**src/rtl/mac_dot_seq.sv**
```systemverilog
// ----------------------------------------------------------------------------
// mac_dot_seq
//
// Sequencer for a shared combinational MAC (m = a*b + c, DW-bit, wrapping).
// It computes a biased dot product over a streamed vector:
//
//     result = bias + sum(in_a[k] * in_b[k])   (modulo 2^DW)
//
// The MAC itself sits outside this block. The sequencer drives its a/b/c
// inputs and captures its m output as the new accumulator on every accepted
// operand beat.
//
// Ports
//   clk, rst              rising-edge clock, synchronous active-high reset
//   start, len, bias      command strobe (sampled only in IDLE), vector
//                         length and initial accumulator value
//   busy                  high whenever the sequencer is not in IDLE
//   in_valid, in_ready    operand-pair stream handshake
//   in_a, in_b            operand pair
//   mac_a, mac_b, mac_c   to the MAC a/b/c data inputs
//   mac_m                 from the MAC m data output
//   out_valid, out_ready  result handshake
//   out_data              dot-product result
//   dbg_state             current FSM state, for observation only
//
// Handshake rule for both streams: a transfer happens in a cycle where valid
// and ready are both high at the rising clock edge. in_ready and out_valid
// are decoded from the state register only, so neither depends
// combinationally on in_valid or out_ready.
// ----------------------------------------------------------------------------
module mac_dot_seq #(
    parameter int DW = 8,
    parameter int LW = 4
) (
    input  logic          clk,
    input  logic          rst,
    // command
    input  logic          start,
    input  logic [LW-1:0] len,
    input  logic [DW-1:0] bias,
    output logic          busy,
    // operand stream
    input  logic          in_valid,
    output logic          in_ready,
    input  logic [DW-1:0] in_a,
    input  logic [DW-1:0] in_b,
    // MAC connection
    output logic [DW-1:0] mac_a,
    output logic [DW-1:0] mac_b,
    output logic [DW-1:0] mac_c,
    input  logic [DW-1:0] mac_m,
    // result stream
    output logic          out_valid,
    input  logic          out_ready,
    output logic [DW-1:0] out_data,
    // observation
    output logic [1:0]    dbg_state
);

    typedef enum logic [1:0] {
        ST_IDLE = 2'd0,
        ST_RUN  = 2'd1,
        ST_DONE = 2'd2
    } state_t;

    state_t        state_q, state_d;
    logic [DW-1:0] acc_q,   acc_d;
    logic [LW-1:0] cnt_q,   cnt_d;
    logic [LW-1:0] len_q,   len_d;

    logic          in_beat;
    logic          out_beat;

    // ------------------------------------------------------------------
    // State register
    // ------------------------------------------------------------------
    always_ff @(posedge clk) begin
        if (rst) begin
            state_q <= ST_IDLE;
            acc_q   <= '0;
            cnt_q   <= '0;
            len_q   <= '0;
        end else begin
            state_q <= state_d;
            acc_q   <= acc_d;
            cnt_q   <= cnt_d;
            len_q   <= len_d;
        end
    end

    // ------------------------------------------------------------------
    // Handshake decode (state-only ready/valid)
    // ------------------------------------------------------------------
    assign in_ready  = (state_q == ST_RUN);
    assign out_valid = (state_q == ST_DONE);
    assign busy      = (state_q != ST_IDLE);
    assign in_beat   = in_valid  & in_ready;
    assign out_beat  = out_valid & out_ready;

    // ------------------------------------------------------------------
    // Next-state logic
    // ------------------------------------------------------------------
    always_comb begin
        state_d = state_q;
        acc_d   = acc_q;
        cnt_d   = cnt_q;
        len_d   = len_q;

        unique case (state_q)
            ST_IDLE: begin
                if (start) begin
                    acc_d = bias;
                    cnt_d = '0;
                    len_d = len;
                    // A zero-length vector has nothing to stream: the
                    // result is the bias itself.
                    state_d = (len == '0) ? ST_DONE : ST_RUN;
                end
            end

            ST_RUN: begin
                // start is deliberately not looked at here, so a command
                // issued mid-vector cannot disturb len_q, acc_q or cnt_q.
                if (in_beat) begin
                    acc_d = mac_m;
                    cnt_d = cnt_q + LW'(1);
                    if (cnt_q == len_q - LW'(1)) begin
                        state_d = ST_DONE;
                    end
                end
            end

            ST_DONE: begin
                // acc_q is held, which keeps out_data stable while the
                // downstream side back-pressures.
                if (out_beat) begin
                    state_d = ST_IDLE;
                end
            end

            default: begin
                state_d = ST_IDLE;
            end
        endcase
    end

    // ------------------------------------------------------------------
    // MAC drive and result output
    // ------------------------------------------------------------------
    // The MAC is driven in every state; its output only matters on a RUN
    // beat, where it becomes the next accumulator value.
    assign mac_a     = in_a;
    assign mac_b     = in_b;
    assign mac_c     = acc_q;
    assign out_data  = acc_q;
    assign dbg_state = state_q;

endmodule

```
**config.mk**
```make
export PLATFORM = sky130hd
export DESIGN_NAME = mac_dot_seq
export DESIGN_NICKNAME = d
export VERILOG_FILES = /design/src/rtl/mac_dot_seq.sv
export SDC_FILE = /design/constraint.sdc
export NUM_CORES = 1
export LEC_CHECK = 0
export ABC_CLOCK_PERIOD_IN_PS = 5200
export BUFFER_PORTS_ARGS = -buffer_cell sky130_fd_sc_hd__buf_2
export CAP_MARGIN = 10
export CORE_MARGIN = 2
export CORE_UTILIZATION = 25
export CTS_CLUSTER_DIAMETER = 100
export CTS_CLUSTER_SIZE = 14
export DETAILED_ROUTE_END_ITERATION = 8
export PLACE_DENSITY = 0.6
export SYNTH_ARGS = -nofsm -noshare
export SYNTH_HDL_FRONTEND = slang
export SYNTH_SLANG_ARGS = --single-unit
```
**constraint.sdc**
```tcl
create_clock -name clk -period 5.2 [get_ports clk]
set_clock_uncertainty 0.2 [all_clocks]
set_input_delay 0.26 -clock clk [delete_from_list [all_inputs] [get_ports clk]]
set_output_delay 0.26 -clock clk [all_outputs]
set_load 0.005 [all_outputs]
```
==> results.md <==
Run status:
- The flow ran to the end, and the final reports show no timing, DRC or antenna violations.

Placed design:
- Buffers placed on the I/O ports in this run total 45.
- Before CTS, the worst setup slack after placement is 2920 ps.
- The final weighted congestion in routability-driven placement is 0.748.
- In this run, placement finished with an instance count of 187.
- The half-perimeter wire length of the detailed placement result is 1.63 mm.

Timing:
- The number of endpoints with negative hold slack in the final report is 0.
- The fraction of the cycle the final worst path needs is 43.9%.
- Setup repair after global routing left no endpoint under its margin.
- The final number of max-transition violations is 0.
- The fmax is 0.438 GHz.
- The final worst slack is 2910 ps.
- After routing, the total negative slack on setup checks comes to 0 ps.
- The transition at the pin with the smallest max-transition slack is 883 ps.
- The worst path needs 2290 ps of the cycle, external delays included.
- The headroom to the max-slew limit is 40.8%.
- Setup violations remaining at the end of the flow were counted as 0.

Synth:
- The combined area of all synthesized cells is 1120 um^2.
- In this run the mean area of a mapped cell was 9.37 um^2.
- The count of distinct cell types in the synthesized netlist is 30.
- The number of warnings reported in the yosys synthesis log is 0.
- The share of the Yosys chip area taken by registers is 32.0%.
- The flop and latch count out of synthesis is 18.
- The post-synth net total is 163.
- Synthesis produced a netlist whose cell count is 120.

Detailed routing:
- The post-detailed-route via-to-cell ratio is 4.32.
- The total number of vias is 826.
- For this run, the detailed router's first-pass iteration total came to 4.
- Wires add up to 2.10 mm.
- The routed wirelength normalized by instance count is 11.0 um.
- The DRC violation total after the first TritonRoute iteration is 24.
- In this run the remaining antenna-violating nets after routing total 0.
- In the routed design, unresolved DRC markers number 0.

Finish:
- The final net count is 183.
- The area occupied by multi-input gates is 518 um^2.
- Of the cells placed in the final design, the portion with a size suffix greater than 1 is 43.2%.
- The filler cells instantiated in the layout total 459.
- Relative to the synthesized area, the layout overhead comes to 10.8%.
- The filler-free cell count of the finished design is 191.
- The sequential cell area is 360 um^2.
- Cells fill 28.6% of the core in the end.
- The repair_antennas step left the layout with diodes totalling 0.

CTS:
- After clock tree synthesis, the clock-pin slew on the worst setup and hold paths is 70 ps.
- In this run, post-CTS repair resized a total of 0 instances.
- TritonCTS built the clock tree.
- The maximum clock insertion buffer count is 2.
- The maximum level of the CTS H-tree is 1.
- The later pin in the worst-skew pair is clocked with a latency of 250 ps.
- For this design, the sink count on the clock tree is 18.
- The root buffer cell chosen for the clock tree is clkbuf_8.
- The number of buffers inserted for hold repair after clock tree synthesis is 0.
- The total CTS buffers is 3.
- The number of setup buffers added after CTS is 0.

Worst hold path:
- The worst hold path belongs to the class in -> reg.
- The worst hold path stage count is 3.
- The path with the worst hold slack has its endpoint at len_q[1]$_SDFFE_PP0P_.
- The origin of the worst min-delay path is len[1].

Critical path:
- The data arrival time at the worst-slack endpoint is 2260 ps.
- The reg-to-reg setup timing slack is 2910 ps.
- The startpoint of the most critical register-to-register path is dbg_state[1]$_SDFFE_PP0P_.
- The required time reported for the critical path endpoint is 5180 ps.
- For the worst flop-to-flop path, the logic depth is 4.
- The type of the worst setup path is reg -> reg.
- The end of the worst register-to-register path is mac_c[3]$_SDFFE_PP0P_.
- STA classifies the critical path endpoint as a flip-flop.
- STA classifies the critical path startpoint as a flip-flop.
- The biggest fanout along the worst timing path is 16.

Pwr:
- In this run the static leakage power is 0.580 nW.
- The sequential fraction of design power is 43.9%.
- For this design the total switching power over the nets is 0.101 mW.
- Combinational logic burns 24.9% of the power.
- Net switching is 27.8% of the power.
- The power density over cell area is 292 nW/um^2.
- Internal power comes to 0.263 mW.
- The part of the total power dissipated in the clock network is 31.2%.
- Across the VDD grid, the largest voltage drop is 0.000120 V.

Global routing:
- The number of global-route vias before repair is 735.
- The overall track demand over capacity in global routing is 8.32%.
- Entering global routing, the biggest net connects 19 pins.
- The global-route wire length before repair is 3.31 mm.
- The initial antenna violation count was 0.
- The total congestion overflow after global routing is 0.

Floorplanning:
- 78 I/O pins were placed.
- The full die area is 5050 um^2.
- The initial core utilization is 25.8%.
- The horizontal die dimension is 71.1 um.
- The core area is 4350 um^2.
- The number of rows in the core area is 24.
- In this run the vertical extent of the chip is 71.1 um.

Flow run:
- The count of maximum capacitance violations is 0.
[cell usage in the layout, fill, tap and decap left out, types with 2 or more instances in the layout]
cell | Yosys | final
a211oi_2 | 8 | 8
a21oi_1 | 3 | 3
buf_2 | 2 | 45
clkbuf_8 | 0 | 4
dfxtp_1 | 18 | 18
ha_1 | 2 | 2
inv_1 | 4 | 4
mux2i_1 | 11 | 11
nor2_1 | 17 | 17
nor2b_1 | 2 | 2
nor3_1 | 4 | 4
xnor2_1 | 2 | 2
xor2_1 | 4 | 4
[Yosys cell counts]
cell type	n	share of area, %
buf_1	1	0.33
nor2_1	17	5.7
nor3b_2	1	1.1
nand2b_1	1	0.56
inv_1	4	1.3
or2_2	1	0.56
nor2b_1	2	1.1
ha_1	2	2.2
buf_2	2	0.89
xor2_1	4	3.1
o21ai_0	1	0.44
nor3_1	4	1.8
nand3_1	1	0.44
o31ai_1	1	0.67
xnor2_1	2	1.6
a22oi_1	1	0.67
or2_1	1	0.56
nor4_1	1	0.56
buf_6	3	3.0
mux2i_1	11	9.8
buf_4	24	16
a211oi_2	8	8.9
and3b_1	1	0.78
o2111ai_1	1	0.78
a21oi_1	3	1.3
clkbuf_1	1	0.33
a221oi_1	1	0.78
xnor3_1	1	2.0
o21a_1	1	0.67
dfxtp_1	18	32
[how the worst max path moves through the flow]
stage / depth (start not counted) / slack, ps / endpoint / startpoint
after floorplan: 7 / 3540 / mac_c[0]$_SDFFE_PP0P_ / dbg_state[1]$_SDFFE_PP0P_
after global placement: 4 / 2990 / mac_c[7]$_SDFFE_PP0P_ / dbg_state[1]$_SDFFE_PP0P_
after detailed placement: 4 / 2920 / mac_c[3]$_SDFFE_PP0P_ / dbg_state[1]$_SDFFE_PP0P_
after CTS: 4 / 2900 / mac_c[3]$_SDFFE_PP0P_ / dbg_state[1]$_SDFFE_PP0P_
after global routing: 4 / 2660 / mac_c[1]$_SDFFE_PP0P_ / dbg_state[0]$_SDFFE_PP0P_
final: 4 / 2910 / mac_c[3]$_SDFFE_PP0P_ / dbg_state[1]$_SDFFE_PP0P_
[sequential cells by signal, indices dropped and copies added (netlist names)]
signal / cells
len_q: 4
mac_c: 8
cnt_q: 4
dbg_state: 2
[power groups by stage]
stage	logic, mW	clock network (mW)	registers [mW]
floorplan	0.0818	0	0.162
global placement	0.0908	0	0.163
detailed placement	0.0919	0	0.163
CTS	0.0921	0.117	0.160
global route	0.101	0.125	0.162
finish	0.0904	0.114	0.160
[routing by layer]
layer / track usage (%) / part of all wire (%) / up-vias / routed length [um]
met5: 0 / 0 / - / 0
met4: 2.10 / 0.19 / 0 / 4
met3: 4.70 / 12 / 2 / 251
met2: 13.2 / 44 / 35 / 926
met1: 9.76 / 44 / 371 / 914
li1: - / - / 418 / -
[cell families after synthesis]
group / count (synthesis) / share of synthesized area [%]
adder cells (fa/ha/maj): 2 / 2.22
buffers and inverters: 35 / 21.9
AND/OR/NAND/NOR: 30 / 13.1
multiplexers: 11 / 9.79
XOR/XNOR: 7 / 6.67
AO/OA/AOI/OAI: 17 / 14.2
flip-flops: 18 / 32.0
[area by class of cell]
cell class / instances / area share, %
Clock buffer: 4 / 4.42
Inverter: 4 / 1.20
Multi-Input combinational cell: 67 / 41.6
Sequential cell: 18 / 28.9
Tap cell: 52 / 5.22
Timing Repair Buffer: 46 / 18.7
[worst max-delay path, cell delays in order (launching register included)]
cell and delay [ps]:
dfxtp_1 340, nor3b_2 750, or2_1 610, nor2_1 110, a211oi_2 200
[stage by stage]
step	instance area (um^2)	total power, mW	hold slack [ps]
4_1_cts	1250	0.369	57.0
3_5_place_dp	1190	0.255	313
6_report	1250	0.364	57.4
5_1_grt	1250	0.388	79.8
3_3_place_gp	1190	0.253	307
2_1_floorplan	1120	0.244	199
(Power assumes the default switching activity.)
